### src/rtl/opb_reg_pkg.sv
// rtl/opb_reg_pkg.sv - shared widths, FSM state type and byte-enable mask helper
package opb_reg_pkg;

  localparam int OPB_DWIDTH = 32;
  localparam int OPB_AWIDTH = 32;

  typedef enum logic [1:0] {
    IDLE = 2'd0,
    ACK  = 2'd1,
    HOLD = 2'd2
  } opb_state_e;

  // BE[0] is the most significant byte on the big-endian OPB bus
  function automatic logic [OPB_DWIDTH-1:0] be_to_mask(input logic [0:3] be);
    logic [OPB_DWIDTH-1:0] m;
    m = '0;
    for (int b = 0; b < 4; b++) begin
      m[31-8*b -: 8] = {8{be[b]}};
    end
    return m;
  endfunction

endpackage

### src/rtl/opb_reg_slice.sv
// rtl/opb_reg_slice.sv - one software register: byte merge, read-only mux, write strobe
module opb_reg_slice
  import opb_reg_pkg::*;
#(
  parameter logic                  C_RO    = 1'b0,
  parameter logic [OPB_DWIDTH-1:0] C_RESET = '0
) (
  input  logic                  clk,
  input  logic                  rst_n,
  input  logic                  wr_en,
  input  logic [OPB_DWIDTH-1:0] wr_data,
  input  logic [OPB_DWIDTH-1:0] wr_mask,
  input  logic [OPB_DWIDTH-1:0] data_in,
  output logic [OPB_DWIDTH-1:0] data_out,
  output logic                  wr_strobe
);

  logic [OPB_DWIDTH-1:0] reg_q;
  logic                  wr_go;

  assign wr_go = wr_en && !C_RO;

  always_ff @(posedge clk or negedge rst_n) begin
    if (!rst_n) begin
      reg_q     <= C_RESET;
      wr_strobe <= 1'b0;
    end else begin
      wr_strobe <= wr_go;
      if (wr_go) begin
        reg_q <= (reg_q & ~wr_mask) | (wr_data & wr_mask);
      end
    end
  end

  assign data_out = C_RO ? data_in : reg_q;

endmodule

### src/rtl/opb_register_bank.sv
// rtl/opb_register_bank.sv - OPB slave with C_NUM_REGS byte-writable software registers
module opb_register_bank
  import opb_reg_pkg::*;
#(
  parameter logic [31:0]              C_BASEADDR  = 32'h00000000,
  parameter logic [31:0]              C_HIGHADDR  = 32'h000000FF,
  parameter int                       C_NUM_REGS  = 4,
  parameter logic [63:0]              C_RO_MASK   = 64'h0,
  parameter logic [32*C_NUM_REGS-1:0] C_RESET_VAL = '0
) (
  input  logic                      OPB_Clk,
  input  logic                      OPB_Rst,
  input  logic [0:31]               OPB_ABus,
  input  logic [0:3]                OPB_BE,
  input  logic [0:31]               OPB_DBus,
  input  logic                      OPB_RNW,
  input  logic                      OPB_select,
  input  logic                      OPB_seqAddr,
  output logic [0:31]               Sl_DBus,
  output logic                      Sl_xferAck,
  output logic                      Sl_errAck,
  output logic                      Sl_retry,
  output logic                      Sl_toutSup,
  output logic [32*C_NUM_REGS-1:0]  user_data_out,
  input  logic [32*C_NUM_REGS-1:0]  user_data_in,
  output logic [C_NUM_REGS-1:0]     user_wr_strobe
);

  localparam logic [OPB_AWIDTH-1:0] SPAN = C_HIGHADDR - C_BASEADDR;

  opb_state_e            state;
  logic [OPB_AWIDTH:0]   diff;
  logic                  hit;
  logic [29:0]           idx_q;
  logic                  rnw_q;
  logic [0:3]            be_q;
  logic [OPB_DWIDTH-1:0] data_q;
  logic [OPB_DWIDTH-1:0] wr_mask;
  logic [OPB_DWIDTH-1:0] rd_data;
  logic                  ack;
  logic                  unused_ok;

  // 33-bit subtract: the carry bit flags addresses below the base
  assign diff      = {1'b0, OPB_ABus} - {1'b0, C_BASEADDR};
  assign hit       = OPB_select && !diff[OPB_AWIDTH] && (diff[OPB_AWIDTH-1:0] <= SPAN);
  assign unused_ok = ^{OPB_seqAddr, diff[1:0]};

  always_ff @(posedge OPB_Clk or negedge OPB_Rst) begin
    if (!OPB_Rst) begin
      state  <= IDLE;
      idx_q  <= '0;
      rnw_q  <= 1'b0;
      be_q   <= '0;
      data_q <= '0;
    end else begin
      case (state)
        IDLE: if (hit) begin
          state  <= ACK;
          idx_q  <= diff[31:2];
          rnw_q  <= OPB_RNW;
          be_q   <= OPB_BE;
          data_q <= OPB_DBus;
        end
        ACK:     state <= HOLD;
        HOLD:    if (!OPB_select) state <= IDLE;
        default: state <= IDLE;
      endcase
    end
  end

  assign ack     = (state == ACK);
  assign wr_mask = be_to_mask(be_q);

  for (genvar i = 0; i < C_NUM_REGS; i++) begin : g_reg
    opb_reg_slice #(
      .C_RO    (C_RO_MASK[i]),
      .C_RESET (C_RESET_VAL[32*i +: 32])
    ) u_slice (
      .clk       (OPB_Clk),
      .rst_n     (OPB_Rst),
      .wr_en     (ack && !rnw_q && (idx_q == 30'(i))),
      .wr_data   (data_q),
      .wr_mask   (wr_mask),
      .data_in   (user_data_in[32*i +: 32]),
      .data_out  (user_data_out[32*i +: 32]),
      .wr_strobe (user_wr_strobe[i])
    );
  end

  // Indices past C_NUM_REGS fall through with zero
  always_comb begin
    rd_data = '0;
    for (int i = 0; i < C_NUM_REGS; i++) begin
      if (idx_q == 30'(i)) rd_data = user_data_out[32*i +: 32];
    end
  end

  assign Sl_DBus    = (ack && rnw_q) ? rd_data : '0;
  assign Sl_xferAck = ack;
  assign Sl_errAck  = 1'b0;
  assign Sl_retry   = 1'b0;
  assign Sl_toutSup = 1'b0;

endmodule

### config.mk
export PLATFORM = sky130hd
export DESIGN_NAME = opb_register_bank
export DESIGN_NICKNAME = d
export VERILOG_FILES = /design/src/rtl/opb_reg_pkg.sv /design/src/rtl/opb_reg_slice.sv /design/src/rtl/opb_register_bank.sv
export SDC_FILE = /design/constraint.sdc
export NUM_CORES = 1
export LEC_CHECK = 0
export CORE_ASPECT_RATIO = 1.4
export CORE_UTILIZATION = 30
export CTS_CLUSTER_DIAMETER = 40
export DETAILED_ROUTE_END_ITERATION = 8
export PLACE_DENSITY = 0.69
export SYNTH_ARGS = -nofsm -noshare
export SYNTH_HDL_FRONTEND = slang
export SYNTH_SLANG_ARGS = --single-unit
export TNS_END_PERCENT = 1
### constraint.sdc
create_clock -name OPB_Clk -period 3.1 [get_ports OPB_Clk]
set_input_delay 0.62 -clock OPB_Clk [delete_from_list [all_inputs] [get_ports OPB_Clk]]
set_output_delay 0.62 -clock OPB_Clk [all_outputs]
set_load 0.1 [all_outputs]
=== Word level (Yosys, flattened, before mapping) ===
Cells that the tools add are included.

* Flip-flop bits (word level): 201
* Latch bits: 0
* Memory bits (writable): 0
* Memory bits (read-only): 0
* Input port bits: 201
* Output and inout port bits: 168
* Word-level logic and storage cells: 51
* Memories: 0

* $add $sub $neg: 0
* Multipliers: 0
* Divide/modulo/power cells: 0
* Magnitude comparators: 1
* Equal/unequal tests: 7
* Shift-type cells: 0
* Multiplexer cells: 8
* Bitwise operators: 10
* Reductions and logical operators: 12

{| class="wikitable"
|+ Operators by type and width
! kind !! number
|-
| bitwise AND 32 bit || 5
|-
| 2-to-1 mux 32 bit || 5
|-
| OR 32 bit || 4
|-
| == test 30 x 2 -> 1 bit (second input constant) || 2
|-
| less-or-equal comparator 32 x 8 -> 1 bit (second input constant) || 1
|-
| inverter 32 bit || 1
|-
| == test 30 x 1 -> 1 bit (second input constant) || 1
|-
| zero test 30 bit || 1
|-
| logical AND 1 bit || 7
|-
| case mux 2 bit (3 select lines) || 1
|-
| 2-to-1 mux 2 bit || 2
|-
| != test 2 bit (second input constant) || 2
|-
| AND reduction 2 bit || 2
|-
| == test 2 x 1 -> 1 bit (second input constant) || 1
|-
| == test 2 bit (second input constant) || 1
|-
| zero test 2 bit || 1
|-
| zero test 1 bit || 1
|}

=== Longest topological paths before layout ===
* Depth after elaboration: 6
* Mapped depth: 6
* Gate-level depth less buffers: 4

=== Modules after synthesis ===
Synthesis repeated with hierarchy kept, for this count alone.

* Cell total of the unflattened synthesis: 736
* Area, all modules: 9696.8 µm²

{| class="wikitable"
|+ By module, submodules not included
! module !! times used !! cells each !! area each (µm²) !! sequential area each (µm²)
|-
| opb_reg_slice || 4 || 100 || 1452.6 || 825.8
|-
| opb_register_bank || 1 || 336 || 3886.2 || 1726.7
|}

=== Worst setup path before layout ===
OpenSTA, ideal clock, no wires.

* Kind: reg-to-output
* From: reg state[1]
* To: out Sl_DBus[10] in the netlist's numbering
* Arrival time: 4.274 ns
* Data required time: 2.480 ns
* Setup slack: -1.794 ns
* Cell stages (with the launch flop): 6
* Buffers on the path: 1
* Cell sequence: dfrtp_1 -> nor2b_1 -> nand4_1 -> or4_1 -> clkbuf_1 -> nor2b_1

* Longest elaborated chain between the ends: 3

{| class="wikitable"
|+ Ends and longest elaborated chain
! element !! RTL line !! RTL
|-
| from (decl) || opb_register_bank.sv:31 || <nowiki>opb_state_e state;</nowiki>
|-
| from (signal assigned) || opb_register_bank.sv:50 || <nowiki>state <= IDLE;</nowiki>
|-
| from (signal assigned) || opb_register_bank.sv:58 || <nowiki>state <= ACK;</nowiki>
|-
| from (signal assigned) || opb_register_bank.sv:64 || <nowiki>ACK: state <= HOLD;</nowiki>
|-
| == test 2 x 1 -> 1 bit || opb_register_bank.sv:71 || <nowiki>assign ack = (state == ACK);</nowiki>
|-
| via Sl_xferAck || opb_register_bank.sv:20 || <nowiki>output logic Sl_xferAck,</nowiki>
|-
| logical AND 1 bit || opb_register_bank.sv:98 || <nowiki>assign Sl_DBus = (ack && rnw_q) ? rd_data : '0;</nowiki>
|-
| 2-to-1 mux 32 bit || opb_register_bank.sv:98 ||
|-
| to (decl) || opb_register_bank.sv:19 || <nowiki>output logic [0:31] Sl_DBus,</nowiki>
|}

The timed path passes the listed nets, and every way through them passes these cells.

=== Worst setup path in the final report ===
* From: reg idx_q[28]
* To: out Sl_DBus[20] in the netlist's numbering

* Longest elaborated chain between the ends: 6
* Elaborated cells between the ends (all ways): 9
* Classes of those cells: eq/ne (3); mux (5); reduce/logical (1)

{| class="wikitable"
|+ Ends and longest elaborated chain
! element !! RTL line !! RTL
|-
| from (decl) || opb_register_bank.sv:34 || <nowiki>logic [29:0] idx_q;</nowiki>
|-
| from (signal assigned) || opb_register_bank.sv:59 || <nowiki>idx_q <= diff[31:2];</nowiki>
|-
| zero test 30 bit || opb_register_bank.sv:94 || <nowiki>if (idx_q == 30'(i)) rd_data = user_data_out[32*i +: 32];</nowiki>
|-
| 2-to-1 mux 32 bit (3 in a row) || opb_register_bank.sv:94 ||
|-
| 2-to-1 mux 32 bit * || opb_register_bank.sv:94 ||
|-
| 2-to-1 mux 32 bit * || opb_register_bank.sv:98 ||
|}

Every way passes the cells marked *; elsewhere a longest branch is shown, timed or not.

==> reports/summary.txt <==
status: finished with violations
failing checks: setup timing
Starting Density: 0.307
Worst setup SP type: flop
P&R area growth vs syn: 49.2%
power per cell area: 482 mW/mm2
DR vias/cell: 4.75
first-iteration detailed-routing DRC count: 168
Synth area leaders: dfrtp_1 57%, mux2_2 20%, mux4_2 8.2%
clock sink count: 201
cell family with most CP delay: simple AND/OR/NAND/NOR gates
dpl ws: 0.266 ns
post-route ant nets: 0
Max Cap Viol: 0
Post-synth EDFFs: 0
synthesized area: 0.00878 mm2
Crit. End Element: primary output
DRC Markers: 0
Sw Share: 0.224
Rows: 73
vias in the first global route: 6093
core footprint: 0.0286 mm2
routability congestion estimate: 0.750
Mapped Cells: 551
die area: 0.0300 mm2
reg2reg setup slack: 0.49 ns
worst slew pin tran: 0.628 ns
Synth Register Bits: 201
Chip Height: 204 um
fin crit period: 3.24 ns
Critical Path Max Stage Delay: 0.59 ns
Yosys warnings: 0
clk_skew: 0.0122 ns
final WL: 23600 um
top cells by count, synth: 201 x dfrtp_1, 158 x mux2_2, 57 x nor2b_1
Root Driver: clkbuf_16
CP required: 2.48 ns
register area share after synthesis: 0.573
final count of pins violating max slew: 0
die width: 147 um
cell taking the most area after synthesis: dfrtp_1
Seq pwr share: 0.416
1st-pass router iterations: 4
worst hold slack: 0.103 ns
largest net degree at the start of global routing: 73
worst r2r src: idx_q[28]
period utilization: 1.04
CTS tree: yes
via count: 5779
critical setup path kind: flop to primary output
post-layout util: 0.458
nets@finish: 1019
total net switching power: 1.41 mW
crit path cell chain: or4_4, or4_4, buf_12, nor2b_4, buf_12
unrepaired setup endpoints after global routing: yes
post-CTS setup buffers: 0
CP Data Arrival Time: 2.62 ns
Clock power frac: 0.558
first-pass GRT wire length: 37000 um
Comb pwr share: 0.026
PnR worst setup slack: -0.137 ns
Crit-path slowest cell: or4_4
gr ovfl total: 0
post-DP HPWL: 16800 um
static leakage: 6.04 nW
Buffers & Inverters on Critical Path: 2
Max Fclk: 309 MHz
Worst-path clk slew: 0.06 ns
DR WL/cell: 19.4 um
relative slew slack: 0.581
Cell variety after synth: 26
Post-synth ARST share: 1.00
P_int: 4.90 mW
filler cell count: 2519
clock latency on the worst-skew pair: 0.53 ns
Hold Vio Cnt, Final: 0
Post-synth top flop: dfrtp_1
PortBufs: 234
I/O Pins: 369
total power: 6.31 mW
share of cells above drive strength 1: 0.595
Final setup viols: 32
HP Class: primary input to asynchronous set/reset pin
top cell type's share of synthesized area: 0.573
CTS Buffer Depth: 3
critical-path maximum fanout: 18
Global Route Usage Sum: 0.160
H-tree Lvls: 1
initial antenna violation count: 1
synthesized area per cell: 15.9 um2
R2R cell count: 5
cts bufs inserted: 29
count leader, synth: dfrtp_1
maximum VDD drop: 0.000358 V
-- final cells by class --
cell class                 count  area (um2)  area share
timing repair buffer         266        2660       0.203
multi-input combinational    320        3870       0.296
sequential                   201        5030       0.384
tap                          375         469      0.0358
clock inverter                24         328      0.0250
antenna                        1        2.50    0.000191
clock buffer                  30         729      0.0557
-- metal layers --
layer	GRT usage	share of wire
met5	0	0
met1	0.201	0.41
met3	0.0411	0.066
met4	0.0413	0.018
met2	0.270	0.51
-- layout by cell type, fill, tap and decap left out, drive strengths merged, types with 5 or more instances in the layout --
| cell type | instances |
|---|---|
| nor2b | 57 |
| clkbuf | 31 |
| nand2b | 5 |
| mux2 | 171 |
| nor4 | 28 |
| clkinv | 5 |
| clkdlybuf4s50 | 68 |
| dfrtp | 201 |
| inv | 9 |
| mux4 | 32 |
| buf | 197 |
| nand2 | 5 |
| bufinv | 5 |
| clkinvlp | 5 |
-- metrics by stage --
step	cell area [um2]	TNS (ns)	cells
finish	13100	-3.50	1217
global route	13100	-5.59	1217
CTS	13100	-4.64	1216
detailed placement	12000	0	1162
global placement	12000	0	1162
floorplan	9040	-3.38	553
-- kinds of logic after synthesis --
| logic type | after synthesis | share of synthesized area |
|---|---|---|
| buf+inv | 32 | 0.0184 |
| flops | 201 | 0.573 |
| mux | 203 | 0.301 |
| simple gates | 114 | 0.107 |
| other cells | 1 | 0.000427 |
-- power groups by stage --
stage	Sequential [mW]	Clock [mW]	Combinational, mW
2_1_floorplan	2.67	0	0.0211
3_3_place_gp	2.67	0	0.167
3_5_place_dp	2.67	0	0.168
4_1_cts	2.62	3.62	0.170
5_1_grt	2.62	3.75	0.181
6_report	2.62	3.52	0.164
-- repair_timing --
item / CTS / global route
resized for setup: 3 / 5
endpoints found under the setup margin: 32 / 32
hold buffers: 0 / 0
pin swaps: 0 / 1
-- how the worst max path moves through the flow --
stage               slack (ns)  depth (start not counted)           to       from
global route             -0.21                          5  Sl_DBus[20]  idx_q[28]
global placement          0.27                          6   Sl_DBus[0]   idx_q[4]
CTS                      -0.17                          5   Sl_DBus[0]  idx_q[27]
finish                   -0.14                          5  Sl_DBus[20]  idx_q[28]
floorplan                -0.11                          4   Sl_DBus[0]   state[1]
detailed placement        0.27                          6   Sl_DBus[0]   idx_q[4]
No activity file was read; power rests on OpenSTA's default activity.
